File: src/rtl/imem_loader_pkg.sv
// Shared types and sizing for the instruction-memory loader.
package imem_loader_pkg;

  localparam int unsigned BYTES_PER_WORD = 4;
  localparam int unsigned IMEM_DEPTH     = 64;
  localparam int unsigned IMEM_ADDR_W    = 6;
  localparam int unsigned WORD_W         = BYTES_PER_WORD * 8;
  localparam int unsigned BYTE_IDX_W     = 2;

  typedef enum logic [2:0] {
    IDLE  = 3'd0,
    RECV  = 3'd1,
    WRITE = 3'd2,
    DONE  = 3'd3
  } ldr_state_t;

endpackage

File: src/rtl/imem_loader_if.sv
// Host byte stream, load control/status and imem write port of the loader.
interface imem_loader_if
  import imem_loader_pkg::*;
#(
  parameter int unsigned ADDR_W = IMEM_ADDR_W,
  parameter int unsigned DATA_W = WORD_W
);

  logic              load_start;
  logic [ADDR_W:0]   load_count;
  logic              in_valid;
  logic [7:0]        in_byte;
  logic              in_ready;
  logic              imem_we;
  logic [ADDR_W-1:0] imem_addr;
  logic [DATA_W-1:0] imem_wdata;
  logic              cpu_reset;
  logic              busy;
  logic              done;
  logic              err;

  // Host side: issues loads and streams bytes.
  modport master (
    output load_start, load_count, in_valid, in_byte,
    input  in_ready, imem_we, imem_addr, imem_wdata, cpu_reset, busy, done, err
  );

  // Loader side.
  modport slave (
    input  load_start, load_count, in_valid, in_byte,
    output in_ready, imem_we, imem_addr, imem_wdata, cpu_reset, busy, done, err
  );

endinterface

File: src/rtl/imem_word_packer.sv
// Collects bytes little-endian into one instruction word.
module imem_word_packer
  import imem_loader_pkg::*;
(
  input  logic              clk,
  input  logic              reset,
  input  logic              clr,
  input  logic              byte_en,
  input  logic [7:0]        in_byte,
  output logic [WORD_W-1:0] word,
  output logic              last_byte
);

  logic [WORD_W-1:0]     pack_d, pack_q;
  logic [BYTE_IDX_W-1:0] byte_idx_d, byte_idx_q;

  // Insert the accepted byte at the current lane and advance the lane.
  always_comb begin
    pack_d     = pack_q;
    byte_idx_d = byte_idx_q;
    if (clr) begin
      pack_d     = '0;
      byte_idx_d = '0;
    end else if (byte_en) begin
      pack_d[8*byte_idx_q +: 8] = in_byte;
      byte_idx_d                = byte_idx_q + BYTE_IDX_W'(1);
    end
  end

  // Pack register and lane counter.
  always_ff @(posedge clk) begin
    if (reset) begin
      pack_q     <= '0;
      byte_idx_q <= '0;
    end else begin
      pack_q     <= pack_d;
      byte_idx_q <= byte_idx_d;
    end
  end

  assign word      = pack_q;
  assign last_byte = (byte_idx_q == BYTE_IDX_W'(BYTES_PER_WORD - 1));

endmodule

File: src/rtl/imem_loader.sv
// Streams host bytes into imem as words and holds the core in reset until loaded.
module imem_loader
  import imem_loader_pkg::*;
#(
  parameter int unsigned ADDR_W = IMEM_ADDR_W,
  parameter int unsigned DATA_W = WORD_W,
  parameter int unsigned DEPTH  = IMEM_DEPTH
) (
  input  logic          clk,
  input  logic          reset,
  imem_loader_if.slave  bus
);

  localparam int unsigned CNT_W = ADDR_W + 1;

  ldr_state_t        state_q;
  logic [CNT_W-1:0]  count_q;
  logic [ADDR_W-1:0] word_cnt_q;
  logic              in_ready_q;
  logic              imem_we_q;
  logic [ADDR_W-1:0] imem_addr_q;
  logic [DATA_W-1:0] imem_wdata_q;
  logic              cpu_reset_q;
  logic              busy_q;
  logic              done_q;
  logic              err_q;

  logic              byte_fire_c;
  logic              count_ok_c;
  logic              last_word_c;
  logic              last_byte;
  logic [WORD_W-1:0] pack_word;
  logic [DATA_W-1:0] wdata_c;

  assign byte_fire_c = bus.in_valid & in_ready_q;
  assign count_ok_c  = (bus.load_count != '0) && (bus.load_count <= CNT_W'(DEPTH));
  assign last_word_c = ({1'b0, word_cnt_q} == (count_q - CNT_W'(1)));

  imem_word_packer u_packer (
    .clk       (clk),
    .reset     (reset),
    .clr       (state_q != RECV),
    .byte_en   (byte_fire_c),
    .in_byte   (bus.in_byte),
    .word      (pack_word),
    .last_byte (last_byte)
  );

  // Complete word: the byte arriving now fills the top lane of the packed word.
  always_comb begin
    wdata_c                  = DATA_W'(pack_word);
    wdata_c[DATA_W-8 +: 8]   = bus.in_byte;
  end

  // Loader FSM with registered outputs.
  always_ff @(posedge clk) begin
    if (reset) begin
      state_q      <= IDLE;
      count_q      <= '0;
      word_cnt_q   <= '0;
      in_ready_q   <= 1'b0;
      imem_we_q    <= 1'b0;
      imem_addr_q  <= '0;
      imem_wdata_q <= '0;
      cpu_reset_q  <= 1'b1;
      busy_q       <= 1'b0;
      done_q       <= 1'b0;
      err_q        <= 1'b0;
    end else begin
      imem_we_q <= 1'b0;
      done_q    <= 1'b0;
      err_q     <= 1'b0;
      unique case (state_q)
        IDLE: begin
          if (bus.load_start) begin
            if (count_ok_c) begin
              count_q     <= bus.load_count;
              word_cnt_q  <= '0;
              cpu_reset_q <= 1'b1;
              in_ready_q  <= 1'b1;
              busy_q      <= 1'b1;
              state_q     <= RECV;
            end else begin
              err_q <= 1'b1;
            end
          end
        end
        RECV: begin
          if (byte_fire_c && last_byte) begin
            in_ready_q   <= 1'b0;
            imem_we_q    <= 1'b1;
            imem_addr_q  <= word_cnt_q;
            imem_wdata_q <= wdata_c;
            state_q      <= WRITE;
          end
        end
        WRITE: begin
          if (last_word_c) begin
            busy_q  <= 1'b0;
            done_q  <= 1'b1;
            state_q <= DONE;
          end else begin
            word_cnt_q <= word_cnt_q + ADDR_W'(1);
            in_ready_q <= 1'b1;
            state_q    <= RECV;
          end
        end
        DONE: begin
          cpu_reset_q <= 1'b0;
          state_q     <= IDLE;
        end
        default: state_q <= IDLE;
      endcase
    end
  end

  assign bus.in_ready   = in_ready_q;
  assign bus.imem_we    = imem_we_q;
  assign bus.imem_addr  = imem_addr_q;
  assign bus.imem_wdata = imem_wdata_q;
  assign bus.cpu_reset  = cpu_reset_q;
  assign bus.busy       = busy_q;
  assign bus.done       = done_q;
  assign bus.err        = err_q;

endmodule

File: src/flat_wrapper.sv
// flat-port wrapper written by rule: the top's interface ports become plain ports
module imem_loader_flat import imem_loader_pkg::*;
#(
  parameter int unsigned ADDR_W = IMEM_ADDR_W,
  parameter int unsigned DATA_W = WORD_W,
  parameter int unsigned DEPTH  = IMEM_DEPTH
)
  (clk, reset, bus_load_start, bus_load_count, bus_in_valid, bus_in_byte, bus_in_ready, bus_imem_we, bus_imem_addr, bus_imem_wdata, bus_cpu_reset, bus_busy, bus_done, bus_err);
  imem_loader_if #(.ADDR_W(ADDR_W), .DATA_W(DATA_W)) bus_i ();
  input  logic clk;
  input  logic reset;
  input wire logic [$bits(bus_i.load_start)-1:0] bus_load_start;
  input wire logic [$bits(bus_i.load_count)-1:0] bus_load_count;
  input wire logic [$bits(bus_i.in_valid)-1:0] bus_in_valid;
  input wire logic [$bits(bus_i.in_byte)-1:0] bus_in_byte;
  output wire logic [$bits(bus_i.in_ready)-1:0] bus_in_ready;
  output wire logic [$bits(bus_i.imem_we)-1:0] bus_imem_we;
  output wire logic [$bits(bus_i.imem_addr)-1:0] bus_imem_addr;
  output wire logic [$bits(bus_i.imem_wdata)-1:0] bus_imem_wdata;
  output wire logic [$bits(bus_i.cpu_reset)-1:0] bus_cpu_reset;
  output wire logic [$bits(bus_i.busy)-1:0] bus_busy;
  output wire logic [$bits(bus_i.done)-1:0] bus_done;
  output wire logic [$bits(bus_i.err)-1:0] bus_err;
  assign bus_i.load_start = bus_load_start;
  assign bus_i.load_count = bus_load_count;
  assign bus_i.in_valid = bus_in_valid;
  assign bus_i.in_byte = bus_in_byte;
  assign bus_in_ready = bus_i.in_ready;
  assign bus_imem_we = bus_i.imem_we;
  assign bus_imem_addr = bus_i.imem_addr;
  assign bus_imem_wdata = bus_i.imem_wdata;
  assign bus_cpu_reset = bus_i.cpu_reset;
  assign bus_busy = bus_i.busy;
  assign bus_done = bus_i.done;
  assign bus_err = bus_i.err;
  imem_loader #(.ADDR_W(ADDR_W), .DATA_W(DATA_W), .DEPTH(DEPTH)) u_core (.clk(clk), .reset(reset), .bus(bus_i));
endmodule
File: config.mk
export PLATFORM = sky130hd
export DESIGN_NAME = imem_loader_flat
export DESIGN_NICKNAME = d
export VERILOG_FILES = /design/src/rtl/imem_loader_pkg.sv /design/src/rtl/imem_loader_if.sv /design/src/rtl/imem_word_packer.sv /design/src/rtl/imem_loader.sv /design/src/flat_wrapper.sv
export SDC_FILE = /design/constraint.sdc
export NUM_CORES = 1
export LEC_CHECK = 0
export BUFFER_PORTS_ARGS = -buffer_cell sky130_fd_sc_hd__buf_2
export CAP_MARGIN = 20
export CORE_MARGIN = 10
export CORE_UTILIZATION = 56
export DETAILED_ROUTE_END_ITERATION = 8
export GPL_ROUTABILITY_DRIVEN = 1
export PLACE_DENSITY = 0.79
export SLEW_MARGIN = 20
export SYNTH_ARGS = -nofsm -noshare
export SYNTH_HDL_FRONTEND = slang
export SYNTH_HIERARCHICAL = 1
export SYNTH_SLANG_ARGS = --single-unit
File: constraint.sdc
create_clock -name clk -period 2.72 [get_ports clk]
set_clock_uncertainty 0.05 [all_clocks]
set_input_delay 0.272 -clock clk [delete_from_list [all_inputs] [get_ports clk]]
set_output_delay 0.272 -clock clk [all_outputs]
set_load 0.05 [all_outputs]
==> flow_summary.toml <==
[place]
dp_slack_ns = 0.220
port_buffers = 62
half_perimeter_wire_length_after_placement_um = 5940
place.gp.congestion = 0.888

[clocking]
cts_root_buf = "clkbuf_8"
clock_latency_ns = 0.36
cts-hold-fix-buffers = 0
post_cts.resized_instances = 0
cts_post_setup_buffers_inserted = 0
clkSlewWorstSetupHoldPaths_ns = 0.08
numClockSinks = 85
cts_max_path_buffers = 2
h-tree-depth = 3
cts_tree = "built"
clock_buffers_created_by_tritoncts = 9

[timing]
max_slew_margin_pct = 41.1
final.setup.worst_slack_ns = 0.138
finalSetupViolCount = 0
final.min_clock_period_ns = 2.58
drv_slew = 0
setup_tns_ns = 0
post-route-period-util_pct = 94.9
setup_repair_after_global_routing_missed_its_margin = "no"
fmax_mhz = 387
max_slew.worst_pin.slew_ns = 0.883
final-hold-violation-count = 0

[setup_path]
crit-reg2reg-launch = "u_core/count_q[0]$_SDFFE_PP0P_"
worst_flop_to_flop_path_endpoint = "u_core/word_cnt_q[0]$_SDFFE_PP0P_"
start_kind = "register"
crit_required_ns = 2.92
critical_path.max_fanout = 5
worst_ep_arrival_time_ns = 2.78
worst_setup_path_endpoint = "u_core/word_cnt_q[0]$_SDFFE_PP0P_"
setup.worst_path.start = "u_core/count_q[0]$_SDFFE_PP0P_"
cells_on_worst_reg2reg_path = 8
worstSetupEndpointType = "register"
setup.reg_to_reg.worst_slack_ns = 0.14
worst-setup-path-type = "register to register"

[power_and_ir_drop]
p_sw_mw = 0.543
p_clk_share_pct = 40.8
combinational_group_share_of_total_power_pct = 5.6
power_per_cell_area_nw_per_um2 = 590
power.leakage_nw = 1.49
vdd_drop_max_v = 0.000325
switch_share_pct = 23.0
power_report.internal_total_mw = 1.82
p_total_mw = 2.36
seq_power_share_pct = 53.6

[synthesis]
synth.cell_area_um2 = 3450
synthesis.nets = 440
netlist_instances = 414
total_of_warnings_raised_by_yosys = 6
synth.avg_cell_area_um2 = 8.32

[global_routing]
global_route.overflow_total = 0
grt_first_pass_wirelength_um = 13900
grtUsageMet3_pct = 5.31
global_route.usage.met1_pct = 19.0
grt_start_max_net_pins = 58
grt_pass1_vias = 2902
combined_global_route_utilization_of_all_metal_layers_pct = 17.3
gr-usage-met2_pct = 30.8
grt.busiest_layer = "met2"
antenna_violations_before_repair = 0

[final_layout]
syn_to_final_growth_pct = 16.0
drive_gt1_share_pct = 20.2
layout.cells.most_common_list = "nand2_1 (116), dfxtp_1 (85), a21oi_1 (67), buf_2 (62), nand4_1 (20)"
final_net_count = 492
n_antenna_cell = 0
mostFrequentLayoutCell = "nand2_1"

[die]
area_of_the_die_um2 = 9690
initial_core_util_pct = 57.9
num_rows = 28
core_um2 = 5960
die_w_um = 98.4
num_io_pins = 63
chipHeight_um = 98.4

[detailed_routing]
route.antenna.remaining_nets = 0
drc = 0
wire_per_inst_um = 15.2
finalWirelength_um = 8330
dr_total_vias = 3001
detailedRoute.firstIterationViolations = 200
detail_route.first_pass.iterations = 4
post_drt_via_cell_ratio = 5.50

[status]
run_status = "completed"

[run]
max_capacitance_violation_total = 0

[worst_hold_path]
worst_hold_path_type = "input pin to register"
==> flip-flops by register name (all words and copies together), names as in the netlist <==
| name | count |
|---|---|
| u_core/bus.imem_addr | 6 |
| u_core/bus.imem_wdata | 32 |
| u_core/bus.err | 1 |
| u_core/bus.done | 1 |
| u_core/bus.imem_we | 1 |
| u_core/state_q | 2 |
| u_core/bus.cpu_reset | 1 |
| u_core/count_q | 7 |
| u_core/word_cnt_q | 6 |
| u_core/bus.busy | 1 |
| u_core/u_packer/byte_idx_q | 2 |
| u_core/u_packer/word | 24 |
| u_core/bus.in_ready | 1 |
==> metrics by stage <==
stage	hold WS, ns	std cells	area [um^2]	util [%]
3_5_place_dp	0.393	530	3780	63.5
4_1_cts	0.103	546	4000	67.1
5_1_grt	0.122	546	4000	67.1
6_report	0.115	546	4000	67.1
2_1_floorplan	0.358	414	3450	-
3_3_place_gp	0.382	530	3780	63.5
==> worst max-delay path: stages, from the launching register on <==
cell      delay, ns
dfxtp_1        0.36
inv_1          0.08
ha_1           0.21
or3b_1         0.40
or3b_2         0.47
a311oi_2       0.38
nand2_2        0.10
nand2_2        0.12
mux2_4         0.30
==> routing by layer <==
| layer | routed length, um | up-vias |
|---|---|---|
| li1 | - | 1509 |
| met1 | 3460 | 1414 |
| met2 | 4350 | 65 |
| met3 | 396 | 13 |
| met4 | 124 | 0 |
| met5 | 0 | - |
==> worst min path at each step <==
stage / startpoint / endpoint / slack, ns / depth (start not counted)
after global placement: u_core/bus.cpu_reset$_SDFFE_PP1P_ / u_core/bus.cpu_reset$_SDFFE_PP1P_ / 0.38 / 1
after CTS: bus_load_count[5] / u_core/count_q[5]$_SDFFE_PP0P_ / 0.10 / 3
after floorplan: bus_load_count[1] / u_core/count_q[1]$_SDFFE_PP0P_ / 0.36 / 2
after global routing: bus_load_count[5] / u_core/count_q[5]$_SDFFE_PP0P_ / 0.12 / 3
final: bus_load_count[4] / u_core/count_q[4]$_SDFFE_PP0P_ / 0.12 / 3
after detailed placement: u_core/bus.imem_addr[4]$_SDFFE_PP0P_ / u_core/bus.imem_addr[4]$_SDFFE_PP0P_ / 0.39 / 2
==> power groups by stage <==
stage | clock [mW] | sequential, mW | combinational, mW
final | 0.962 | 1.26 | 0.133
after floorplan | 0 | 1.30 | 0.0789
after detailed placement | 0 | 1.29 | 0.132
after global routing | 1.04 | 1.26 | 0.147
after CTS | 0.986 | 1.26 | 0.133
after global placement | 0 | 1.29 | 0.130
==> cell type report <==
type	instances	area [um^2]
sequential	85	1700
multi-input combinational	297	1610
tap	75	93.8
fill	503	1960
clock buffer	10	128
clock inverter	6	87.6
inverter	5	18.8
timing repair buffer	68	355
No activity file was read; power rests on OpenSTA's default activity.
